[src/rtl/game_sequencer.sv]
// game_sequencer: top-level control FSM for the J.O.S.H. Jump game.
// Sequences menu -> init -> per-frame (wait tick, erase, update, draw, check).
// Owns the frame-rate divider, the gravity-flip request latch and the score.
// Handshake note: erase_start / draw_start are 1-cycle requests; the screen
// updater answers with erase_done / draw_done, which are only honoured in the
// matching *_WAIT state (a level or a pulse both work). All other inputs are
// levels sampled on the rising clock edge.
module game_sequencer #(
    parameter int FRAME_DIV = 833333,
    parameter int FRAME_W   = 20,
    parameter int SCORE_W   = 8
) (
    input  logic               clk,
    input  logic               resetn,
    input  logic               go,
    input  logic               grav,
    input  logic               endgame,
    input  logic               erase_done,
    input  logic               draw_done,
    output logic               startgame,
    output logic               init_pulse,
    output logic               erase_start,
    output logic               update_en,
    output logic               grav_flip,
    output logic               draw_start,
    output logic               game_over,
    output logic [SCORE_W-1:0] score,
    output logic               frame_overrun,
    output logic [3:0]         dbg_state
);

    typedef enum logic [3:0] {
        S_MENU, S_MENU_WAIT, S_INIT, S_WAIT_FRAME, S_ERASE, S_ERASE_WAIT,
        S_UPDATE, S_DRAW, S_DRAW_WAIT, S_CHECK, S_OVER, S_OVER_WAIT
    } state_t;

    localparam logic [FRAME_W-1:0] FRAME_LAST = FRAME_W'(FRAME_DIV - 1);

    state_t               state_q, state_d;
    logic [FRAME_W-1:0]   frame_q, frame_d;
    logic [SCORE_W-1:0]   score_q, score_d;
    logic                 pending_q, pending_d;
    logic                 grav_prev_q;
    logic                 overrun_q, overrun_d;

    logic in_frame;     // states in which the frame counter runs
    logic frame_tick;
    logic grav_rise;

    assign in_frame   = (state_q inside {S_WAIT_FRAME, S_ERASE, S_ERASE_WAIT,
                                         S_UPDATE, S_DRAW, S_DRAW_WAIT, S_CHECK});
    assign frame_tick = in_frame && (frame_q == FRAME_LAST);
    assign grav_rise  = grav & ~grav_prev_q;

    // State and datapath registers, cleared asynchronously.
    always_ff @(posedge clk or negedge resetn) begin
        if (!resetn) begin
            state_q     <= S_MENU;
            frame_q     <= '0;
            score_q     <= '0;
            pending_q   <= 1'b0;
            grav_prev_q <= 1'b0;
            overrun_q   <= 1'b0;
        end else begin
            state_q     <= state_d;
            frame_q     <= frame_d;
            score_q     <= score_d;
            pending_q   <= pending_d;
            grav_prev_q <= grav;
            overrun_q   <= overrun_d;
        end
    end

    // Next-state logic.
    always_comb begin
        state_d = state_q;
        case (state_q)
            S_MENU:       if (go)         state_d = S_MENU_WAIT;
            S_MENU_WAIT:  if (!go)        state_d = S_INIT;
            S_INIT:                       state_d = S_WAIT_FRAME;
            S_WAIT_FRAME: if (frame_tick) state_d = S_ERASE;
            S_ERASE:                      state_d = S_ERASE_WAIT;
            S_ERASE_WAIT: if (erase_done) state_d = S_UPDATE;
            S_UPDATE:                     state_d = S_DRAW;
            S_DRAW:                       state_d = S_DRAW_WAIT;
            S_DRAW_WAIT:  if (draw_done)  state_d = S_CHECK;
            S_CHECK:      state_d = endgame ? S_OVER : S_WAIT_FRAME;
            S_OVER:       if (go)         state_d = S_OVER_WAIT;
            S_OVER_WAIT:  if (!go)        state_d = S_MENU;
            default:                      state_d = S_MENU;
        endcase
    end

    // Moore output decode of the registered state.
    always_comb begin
        startgame   = (state_q == S_INIT) || in_frame;
        init_pulse  = (state_q == S_INIT);
        erase_start = (state_q == S_ERASE);
        update_en   = (state_q == S_UPDATE);
        grav_flip   = (state_q == S_UPDATE) && pending_q;
        draw_start  = (state_q == S_DRAW);
        game_over   = (state_q == S_OVER) || (state_q == S_OVER_WAIT);
    end

    // Frame divider, gravity latch, score and overrun flag.
    always_comb begin
        frame_d   = '0;
        score_d   = score_q;
        pending_d = pending_q;
        overrun_d = overrun_q;
        if (state_q == S_INIT) begin
            score_d   = '0;
            pending_d = 1'b0;
            overrun_d = 1'b0;
        end else if (in_frame) begin
            frame_d = frame_tick ? '0 : frame_q + FRAME_W'(1);
            // A tick outside the wait state is lost; remember that it happened.
            if (frame_tick && (state_q != S_WAIT_FRAME)) overrun_d = 1'b1;
            // A rise coinciding with the update is kept for the next frame.
            if (state_q == S_UPDATE) pending_d = grav_rise;
            else                     pending_d = pending_q | grav_rise;
            if ((state_q == S_CHECK) && !endgame && (score_q != '1))
                score_d = score_q + SCORE_W'(1);
        end
    end

    assign score         = score_q;
    assign frame_overrun = overrun_q;
    assign dbg_state     = state_q;

endmodule

[config.mk]
export PLATFORM = sky130hd
export DESIGN_NAME = game_sequencer
export DESIGN_NICKNAME = d
export VERILOG_FILES = /design/src/rtl/game_sequencer.sv
export SDC_FILE = /design/constraint.sdc
export NUM_CORES = 1
export LEC_CHECK = 0
export ABC_AREA = 1
export BUFFER_PORTS_ARGS = -buffer_cell sky130_fd_sc_hd__buf_2
export CAP_MARGIN = 20
export CORE_UTILIZATION = 23
export CTS_CLUSTER_DIAMETER = 30
export DETAILED_ROUTE_END_ITERATION = 16
export PLACE_DENSITY_LB_ADDON = 0.2
export REMOVE_ABC_BUFFERS = 1
export SETUP_SLACK_MARGIN = 0.5
export SLEW_MARGIN = 20
export SYNTH_ARGS = -nofsm -noshare
export SYNTH_HDL_FRONTEND = slang
export SYNTH_SLANG_ARGS = --single-unit
[constraint.sdc]
create_clock -name clk -period 1.7 [get_ports clk]
set_input_delay 0.34 -clock clk [delete_from_list [all_inputs] [get_ports clk]]
set_output_delay 0.34 -clock clk [all_outputs]
set_load 0.03 [all_outputs]
Yosys cells after proc, flatten, opt, wreduce, memory -nomap -nowiden --
Index checks and enable logic that the tools add are counted.
Storage, ports and cells: register bits 35, word-level logic and storage cells 69
Cells by class: add/subtract/negate cells 2, eq/ne operators 21, multiplexer cells 21, bitwise logic cells 3, reduce and logical (&&, ||, !) cells 16
Operators by type and width (count):
- two-way mux 20 bit | 3
- case mux 4 bit (12 select lines) | 1
- two-way mux 4 bit | 8
- two-way mux 8 bit | 3
- adder 20 x 1 -> 20 bit (second input constant) | 1
- == test 20 bit (second input constant) | 1
- == test 4 x 3 -> 1 bit (second input constant) | 4
- == test 4 bit (second input constant) | 4
- != test 2 bit (second input constant) | 7
- adder 8 x 1 -> 8 bit (second input constant) | 1
- == test 4 x 2 -> 1 bit (second input constant) | 2
- != test 8 bit (second input constant) | 1
- AND reduction 7 bit | 1
- nonzero test 7 bit | 1
- two-way mux 1 bit | 6
- nonzero test 2 bit | 3
- logical AND 1 bit | 5
- == test 4 x 1 -> 1 bit (second input constant) | 1
- zero test 4 bit | 1
- != test 4 x 2 -> 1 bit (second input constant) | 1
- AND reduction 2 bit | 2
- logical OR 1 bit | 2
- AND 1 bit | 1
- zero test 1 bit | 1
- 2 further kinds | 2

Logic depth before layout (Yosys ltp) --
word-level depth 7, depth in mapped cells 10, depth with buffers taken out 10

Least setup slack after synthesis --
OpenSTA, ideal clock, no wires.
kind register to output, start register state_q[1] (netlist: dbg_state[1]), end output grav_flip, arrival time 1.682 ns, slack -0.322 ns, stages on the path, launching flop included 5, path buffers 0, cell sequence dfrtp_1 inv_1 nor2_1 inv_1 nor3b_1
On the way: word-level cells in the longest chain between the ends 2
Ends and longest elaborated chain:
- start: declaration | line 39 | state_t state_q, state_d;
- start signal: assignment | line 65 | state_q <= state_d;
- == test 4 x 3 -> 1 bit | line 100 | grav_flip = (state_q == S_UPDATE) && pending_q;
- logical AND 1 bit | line 100
- end: declaration | line 24 | output logic grav_flip,
Every way passes these cells.

Final worst setup path --
start register state_q[1] (netlist: dbg_state[1]), end output startgame
On the way: word-level cells in the longest chain between the ends 3
Ends and longest elaborated chain:
- == test 4 x 2 -> 1 bit (tied with other cells) | line 50 | assign in_frame = (state_q inside {S_WAIT_FRAME, S_ERASE, S_ERASE_WAIT,
- nonzero test 7 bit | line 50
- logical OR 1 bit (*) | line 96 | startgame = (state_q == S_INIT) || in_frame;
- end: declaration | line 20 | output logic startgame,
Mark *: on every way between the ends. The rest lies on a longest branch, timed or not.

==> results.cfg <==
[critical_path]
required_ns = 1.36
crit_chain = inv_4 > nand2_4 > nor2_4 > nor2_4 > inv_2 > nor2_8 > nand2_2 > buf_6
crit_type = flop to output port
max_stage_delay_ns = 0.49
crit_family = flip-flops
cp.buffers_inverters = 3
critPathSlowestCell = dfrtp_2
end_kind = output port
r2r_start = dbg_state[1]
worstReg2RegEnd = frame_q[13]
rrSetupSlack_ns = 0.02
startpoint_type = flop
r2r_cells = 11
cp_common_cell = nor2_4
crit_arrival_ns = 1.50
cp_max_fo = 5

[die]
start_util_pct = 24.2
core_area_um2 = 8890
io_pins = 27
num_rows = 34
die_y_um = 98.8
dieArea_um2 = 9760
die_w_um = 98.8

[global_route]
grt_pass1_wl_um = 10300
grt_usage_pct = 13.5
grt_max_degree = 19
grt_pass1_vias = 2199
grt_overflow = 0
antenna_found_initial = 0

[power_and_ir_drop]
p_leak_nw = 1.56
p_comb_share_pct = 66.2
intPower_mw = 2.73
peakVddDrop_uv = 648
powerDensity_nw_per_um2 = 1430
netSwitchingPower_mw = 2.40
p_seq_share_pct = 22.3
power_frac_clock_pct = 11.6
swShare_pct = 46.8
finalPower_mw = 5.13

[clock_network]
clockBufferDepth = 2
cts_root_buf = clkbuf_8
cts_tree = built
cts-htree-levels = 2
cts.sinks = 35
cts_made_buffers = 5
clock_latency_ns = 0.29
cts.clk_slew.worst_paths_ns = 0.07

[placed_design]
dp_hpwl_um = 4150
detailedPlace.worstSlack_ns = 0.0779
place_inst = 449
gp_congestion = 0.851
numPortBuffers = 26
placed_cell_area_um2 = 2510

[final_layout]
mostFrequentLayoutCell = nand2_1
diodes = 0
fin_nets = 404
fin_util_pct = 40.3
fin_cells = 503
drive_gt1_share_pct = 49.4
fill_cells = 879
syn_to_final_growth_pct = 66.5
final_cell_mix = nand2_1, buf_4, buf_6, inv_1
stdcell_area_um2 = 3590

[routing]
drt-initial-drc-count = 54
dr.pass1.iters = 4
via_per_inst = 4.50
wirelength_um = 6530
drc_errors = 0
drtAntennaViolNets = 0
wl_per_cell_um = 13.0
num_vias = 2262

[timing]
setup_violations = 3
skew_ns = 0.00524
rsz0062_at_grt = yes
worst_pin_slew_ns = 0.471
final.period_utilization_pct = 108
fmax_mhz = 544
setup_slack_ns = -0.139
finalCriticalPeriod_ns = 1.84
drv_slew = 0
hold_ws_ns = 0.00409
hold_violations = 0
relSlewSlack_pct = 68.6
setup-tns-final_ns = -0.228

[logic_synthesis]
ys_types = 30
seq_area_frac_synth_pct = 40.7
ys_seq_elements = 35
ys.warnings.count = 0
syn_area_um2 = 2150
netlist.area_leader.share_pct = 40.7
netlist_top_cells_area = dfrtp_1, nand2_1, nor2_1
yosys.area.top_type = dfrtp_1
syn_area_per_cell_um2 = 7.09
postSynthCellCount = 304

[outcome]
status = complete, but fails checks
violations = setup timing

[worst_hold_path]
hold_path_class = input pin to async pin

[job]
maxCapViolations = 0
kinds of logic (layout without fill, tap and decap cells):
group | after synthesis | count (layout) | share of synthesized area, %
and+or+nand+nor | 191 | 192 | 40.0
buffers and inverters | 44 | 134 | 7.78
DFF | 35 | 35 | 40.7
AOI/OAI and AO/OA | 20 | 20 | 5.40
xor gates and xnor gates | 11 | 11 | 4.47
adders and majority gates | 3 | 3 | 1.74
state kept, by name (all words and copies together), names as in the netlist:
register / cells
frame_overrun: 1
frame_q: 20
score: 8
pending_q: 1
grav_prev_q: 1
dbg_state: 4
repair_timing:
| action | 4_1_cts | 5_1_grt |
|---|---|---|
| buffers inserted | 26 | 19 |
| pin swaps | 29 | 25 |
| setup endpoints to repair | 54 | 54 |
| hold buffers | 0 | 0 |
| gates resized for setup | 127 | 64 |
| cloned | 1 | 0 |
area by class of cell:
type / instances / area (um^2) / share of cell area, %
clock buffer: 7 / 76.3 / 2.13
clock inverter: 1 / 5.00 / 0.140
inverter: 44 / 193 / 5.37
multi-input combinational: 226 / 1530 / 42.6
sequential: 35 / 885 / 24.7
tap: 108 / 135 / 3.77
timing repair buffer: 82 / 764 / 21.3
routing by layer:
layer | routed length [um] | vias to the layer above | part of all wire (%) | GRT usage, %
li1 | - | 1124 | - | -
met1 | 2880 | 1085 | 44 | 17.0
met2 | 3320 | 36 | 51 | 22.6
met3 | 151 | 17 | 2.3 | 2.70
met4 | 177 | 0 | 2.7 | 5.28
met5 | 0 | - | 0 | 0
Yosys cell counts, drive strengths merged:
library cell,instances
xnor2,2
o21ai,11
dfrtp,35
inv,44
or2,1
a21oi,6
nand2,89
nor3b,1
a31o,1
nand4,1
nor2,64
o21a,1
a211oi,1
ha,3
xor2,9
nand3,28
nand3b,2
nor3,5
power by group through the flow:
stage	Sequential [mW]	Clock (mW)	Combinational, mW
3_5_place_dp	1.09	0	1.73
3_3_place_gp	1.09	0	1.73
4_1_cts	1.12	0.617	2.74
5_1_grt	1.16	0.647	3.64
6_report	1.14	0.594	3.40
2_1_floorplan	1.21	0	1.07
worst max-delay path by stage:
stage                            to  slack, ns    startpoint  cells past startpoint
after floorplan           grav_flip      -0.32  dbg_state[1]                      4
after global placement    grav_flip       0.04  dbg_state[1]                      5
final                     startgame      -0.14  dbg_state[1]                      8
after detailed placement  startgame       0.08  dbg_state[2]                      8
after CTS                 startgame      -0.07  dbg_state[1]                      8
after global routing      startgame      -0.21  dbg_state[1]                      8
Note: power is estimated with default switching activity, not from simulation.
